<file path="config.mk">
export PLATFORM = sky130hd
export DESIGN_NAME = req_encoder
export DESIGN_NICKNAME = d
export VERILOG_FILES = /design/src/rtl/req_encoder.sv
export SDC_FILE = /design/constraint.sdc
export NUM_CORES = 1
export LEC_CHECK = 0
export BUFFER_PORTS_ARGS = -buffer_cell sky130_fd_sc_hd__buf_2
export CAP_MARGIN = 20
export CORE_ASPECT_RATIO = 1.5
export CORE_MARGIN = 2
export CORE_UTILIZATION = 42
export DETAILED_ROUTE_END_ITERATION = 8
export GPL_TIMING_DRIVEN = 0
export PLACE_DENSITY = 0.69
export SYNTH_ARGS = -nofsm -noshare
export SYNTH_HDL_FRONTEND = slang
export SYNTH_SLANG_ARGS = --single-unit
</file>
<file path="constraint.sdc">
create_clock -name clk -period 5 [get_ports clk]
set_input_delay 0.25 -clock clk [delete_from_list [all_inputs] [get_ports clk]]
set_output_delay 0.25 -clock clk [all_outputs]
set_load 0.05 [all_outputs]
</file>
<file path="src/rtl/req_encoder.sv">
// req_encoder
//   Pending-request encoder. Up to 2**SIZE request lines (interrupt or event
//   sources) are captured into a sticky pending register. One pending request
//   is offered at a time as a SIZE-bit index on a valid/ready handshake.
//   This is the inverse of the index-to-one-hot write decoder.
//
//   Optional feature macro: REQ_ENCODER_ROUND_ROBIN_EN
//     undefined : fixed priority, lowest eligible index wins
//     defined   : round-robin, starting at a pointer that moves to k+1 after
//                 index k is granted
//
// Ports
//   clk        in   rising-edge clock
//   rst_n      in   asynchronous active-low reset
//   req_in     in   [N-1:0] request pulses, bit i sets pending[i]
//   mask       in   [N-1:0] eligibility, only pending & mask may be selected
//   out_ready  in   consumer accepts the offered index
//   out_valid  out  out_idx is valid
//   out_idx    out  [SIZE-1:0] index of the offered request
//   pending    out  [N-1:0] pending register
//   pend_cnt   out  [SIZE:0] population count of pending
module req_encoder #(
  parameter int SIZE = 5
) (
  input  logic                 clk,
  input  logic                 rst_n,
  input  logic [2**SIZE-1:0]   req_in,
  input  logic [2**SIZE-1:0]   mask,
  input  logic                 out_ready,
  output logic                 out_valid,
  output logic [SIZE-1:0]      out_idx,
  output logic [2**SIZE-1:0]   pending,
  output logic [SIZE:0]        pend_cnt
);

  localparam int N = 2**SIZE;

  typedef enum logic {
    IDLE,
    OFFER
  } state_t;

  state_t          state;
  state_t          state_next;
  logic [SIZE-1:0] idx_next;
  logic            hs;
  logic [N-1:0]    grant_vec;
  logic [N-1:0]    pending_next;
  logic [N-1:0]    eligible;
  logic            any_eligible;
  logic [SIZE-1:0] sel_idx;

  assign out_valid = (state == OFFER);
  assign hs        = out_valid & out_ready;

  always_comb begin
    grant_vec = '0;
    if (hs) grant_vec[out_idx] = 1'b1;
  end

  // A new request on the granted line in the handshake cycle survives the clear.
  assign pending_next = req_in | (pending & ~grant_vec);

  // The granted bit is removed so a back-to-back offer never repeats it.
  assign eligible     = pending & mask & ~grant_vec;
  assign any_eligible = |eligible;

`ifdef REQ_ENCODER_ROUND_ROBIN_EN
  logic [SIZE-1:0] ptr;
  logic [SIZE-1:0] base;

  // During a handshake the search already starts past the granted index, so the
  // back-to-back selection matches what the updated pointer would choose.
  assign base = hs ? out_idx + SIZE'(1) : ptr;

  always_comb begin
    logic            found;
    logic [SIZE-1:0] cand;
    sel_idx = '0;
    found   = 1'b0;
    cand    = '0;
    for (int k = 0; k < N; k++) begin
      cand = base + SIZE'(k);
      if (!found && eligible[cand]) begin
        sel_idx = cand;
        found   = 1'b1;
      end
    end
  end

  always_ff @(posedge clk or negedge rst_n) begin
    if (!rst_n) begin
      ptr <= '0;
    end else if (hs) begin
      ptr <= out_idx + SIZE'(1);
    end
  end
`else
  // Scanning downward lets the lowest eligible index overwrite any higher one.
  always_comb begin
    sel_idx = '0;
    for (int k = N - 1; k >= 0; k--) begin
      if (eligible[k]) sel_idx = SIZE'(k);
    end
  end
`endif

  always_comb begin
    state_next = state;
    idx_next   = out_idx;
    case (state)
      IDLE: begin
        if (any_eligible) begin
          state_next = OFFER;
          idx_next   = sel_idx;
        end
      end
      OFFER: begin
        if (hs) begin
          if (any_eligible) begin
            idx_next = sel_idx;
          end else begin
            state_next = IDLE;
          end
        end
      end
      default: begin
        state_next = IDLE;
      end
    endcase
  end

  always_ff @(posedge clk or negedge rst_n) begin
    if (!rst_n) begin
      state   <= IDLE;
      out_idx <= '0;
      pending <= '0;
    end else begin
      state   <= state_next;
      out_idx <= idx_next;
      pending <= pending_next;
    end
  end

  always_comb begin
    pend_cnt = '0;
    for (int k = 0; k < N; k++) begin
      pend_cnt = pend_cnt + (SIZE+1)'(pending[k]);
    end
  end

endmodule

</file>
==> flow_summary.toml <==
[timing]
setup_viol = 5
setup_slack_ns = -0.2930
relSlewSlack_pct = 40.99
hold_violations = 0
timing.fmax_mhz = 188.9
min_period_over_period_pct = 105.9
fin_skew_ns = 0.003534
period_needed_ns = 5.293
fin_tns_setup_ns = -0.6674
worst_slew_pin_slew_ns = 0.8851
drv_slew = 0
rsz0062_at_grt = "true"

[detailed_routing]
ant_nets = 0
via_per_inst = 5.249
wire_per_inst_um = 16.43
first_iter_violations = 199
routed_wl_mm = 9.248
vias = 2955
drtPass1Iterations = 4
drc = 0

[floorplan]
coreArea_sq_mm = 0.007274
dieHeight_um = 110.2
io_pins = 111
start_util_pct = 43.38
num_rows = 38
fp.dieW_um = 74.77
die_area_sq_mm = 0.008237

[synth]
ys.flop_type = "dfrtp_1"
synth_most_common_cell = "nand2_1"
synth_edf_count = 0
synth_top_area_share_pct = 30.13
syn-instance-count = 340
synth_commonest_cells = "nand2_1, a21oi_1, dfrtp_1"
syn-num-nets = 438
avgSynthCellArea_sq_um = 9.281
synth_area_leader_cell = "dfrtp_1"
yosys_warnings = 0
async_reset_ff_share_pct = 100.0
synth.distinct_cells = 47
syn_area_sq_mm = 0.003156
ys_seq_elements = 38
synth_area_leaders = "dfrtp_1, fa_1, a21o_1"
ys_seq_area_share_pct = 30.13

[clock_tree]
root_buffer = "clkbuf_8"
clk_latency_ns = 0.30
cts_tree = "built"
cts_inserted_buffers = 5
cts.sinks = 38
cts.htree.levels = 2
cts_max_path_buffers = 2
cts_hold_buf = 0
clk_pin_slew_ns = 0.08

[cells_and_area]
antennaDiodeCount = 0
final_net_count = 560
syn_to_final_growth_pct = 30.02
final_layout_size_suffix_gt1_share_pct = 43.20

[worst_setup_path]
end_kind = "output port"
worstPathArrival_ns = 5.04
r2r_cells = 8
cp-startpoint = "pending[25]"
cp-start-kind = "register"
regToRegStartpoint = "out_idx[4]"
cp.required_ns = 4.75
path_max_fanout = 3
path_class = "register to output port"

[power]
ir_drop_uv = 418.6
powerDensity_mw_per_mm2 = 305.4
p_leak_uw = 0.001821

[place]
place_hpwl_mm = 7.332
io_buffers = 110
gp_congestion = 0.8601
dpl_worst_slack_ns = -0.2729

[job]
cap_violations = 0

[global_route]
antenna_found_initial = 0
grt_pass1_vias = 2997
grt_pass1_wl_mm = 14.52
grt_max_degree = 39
grt_usage_pct = 23.73
overflow = 0

[worst_hold_path]
min_path_type = "input port to asynchronous set/reset pin"

[status]
violations = "setup timing"
status = "finished with violations"
-- path summary, 6_finish.rpt --
kind                       slack [ns]          end
min reg2reg                      0.53   pending[3]
max reg2reg                      2.42   out_idx[0]
max in group asynchronous        4.32  pending[19]
min                              0.05   pending[0]
max                             -0.29  pend_cnt[4]
min in group clk                 0.12   pending[6]
-- registers in the layout, summed over array words and instances, names as in the netlist --
name and cells:
pending 32, out_valid 1, out_idx 5
-- critical path, cell delays in order (launching register included) --
cell and delay [ns]:
dfrtp_2 0.43, inv_2 0.07, fa_1 0.45, fa_1 0.56
inv_2 0.05, fa_1 0.47, inv_1 0.05, fa_1 0.48
fa_1 0.53, fa_2 0.44, inv_2 0.08, ha_4 0.13
inv_2 0.04, fa_2 0.38, inv_1 0.06, a21o_1 0.15
a21oi_4 0.08, xnor2_4 0.14, buf_6 0.17
-- per-stage QoR --
stage	hold slack (ns)	instances	total power (uW)	area, sq um	utilization, %
6_report	0.05320	563	1253	4103	56.40
4_1_cts	0.1063	562	1255	4088	56.19
3_5_place_dp	0.4329	550	894.8	3890	53.47
3_3_place_gp	0.4255	550	890.9	3890	53.47
2_1_floorplan	-0.04559	340	760.6	3214	-
5_1_grt	0.1081	563	1313	4103	56.40
-- cell type report --
cell class	count	area, sq um
flip-flops and latches	38	969.7
well taps	100	125.1
clock buffers	6	72.57
plain buffers	14	108.9
clock inverters	2	37.54
multi-input cells	253	2038
inverters	35	131.4
fillers	694	3172
repair buffers	115	619.3
-- cells by family (layout without fill, tap and decap cells) --
family                     after synthesis  after routing  synth area share, %
and+or+nand+nor                        115            115                21.69
DFF                                     38             38                30.13
xor gates and xnor gates                 3              3               0.8328
buffers and inverters                   49            172                7.613
AOI/OAI and AO/OA                      104            104                21.73
adders and majority gates               31             31                18.00
-- where the power goes --
group	internal [uW]	total (uW)	switching (uW)
sequential	317	326	9.86
clock	149	273	124
combinational	256	654	398
-- routing by layer --
layer	track usage, %	up-vias	share of wire [%]	routed length [um]
li1	-	1399	-	-
met1	28.97	1449	38	3555
met2	41.47	86	54	5034
met3	2.818	21	4.3	401
met4	10.20	0	2.8	257
met5	0	-	0	0
-- cell usage in the layout (no fill, tap or decap), types with 5 or more instances in the layout --
master	Yosys	layout
nor3_1	8	8
inv_1	35	25
buf_4	6	11
dfrtp_1	38	23
o21ai_0	6	6
buf_2	2	107
a21oi_1	42	40
buf_6	4	9
or2_2	10	10
fa_1	24	22
a21o_1	30	30
nand2_1	60	60
o21a_1	5	5
a21oi_2	5	5
inv_2	0	10
ha_1	7	6
nor2_1	9	9
clkbuf_8	0	5
dfrtp_2	0	15
-- what timing repair did --
action | 4_1_cts | 5_1_grt
hold endpoints to repair | 0 | 0
resized for setup | 20 | 6
pin swaps | 20 | 11
setup buffers | 4 | 1
endpoints found under the setup margin | 5 | 5
Power figures use the tool's default switching activity.
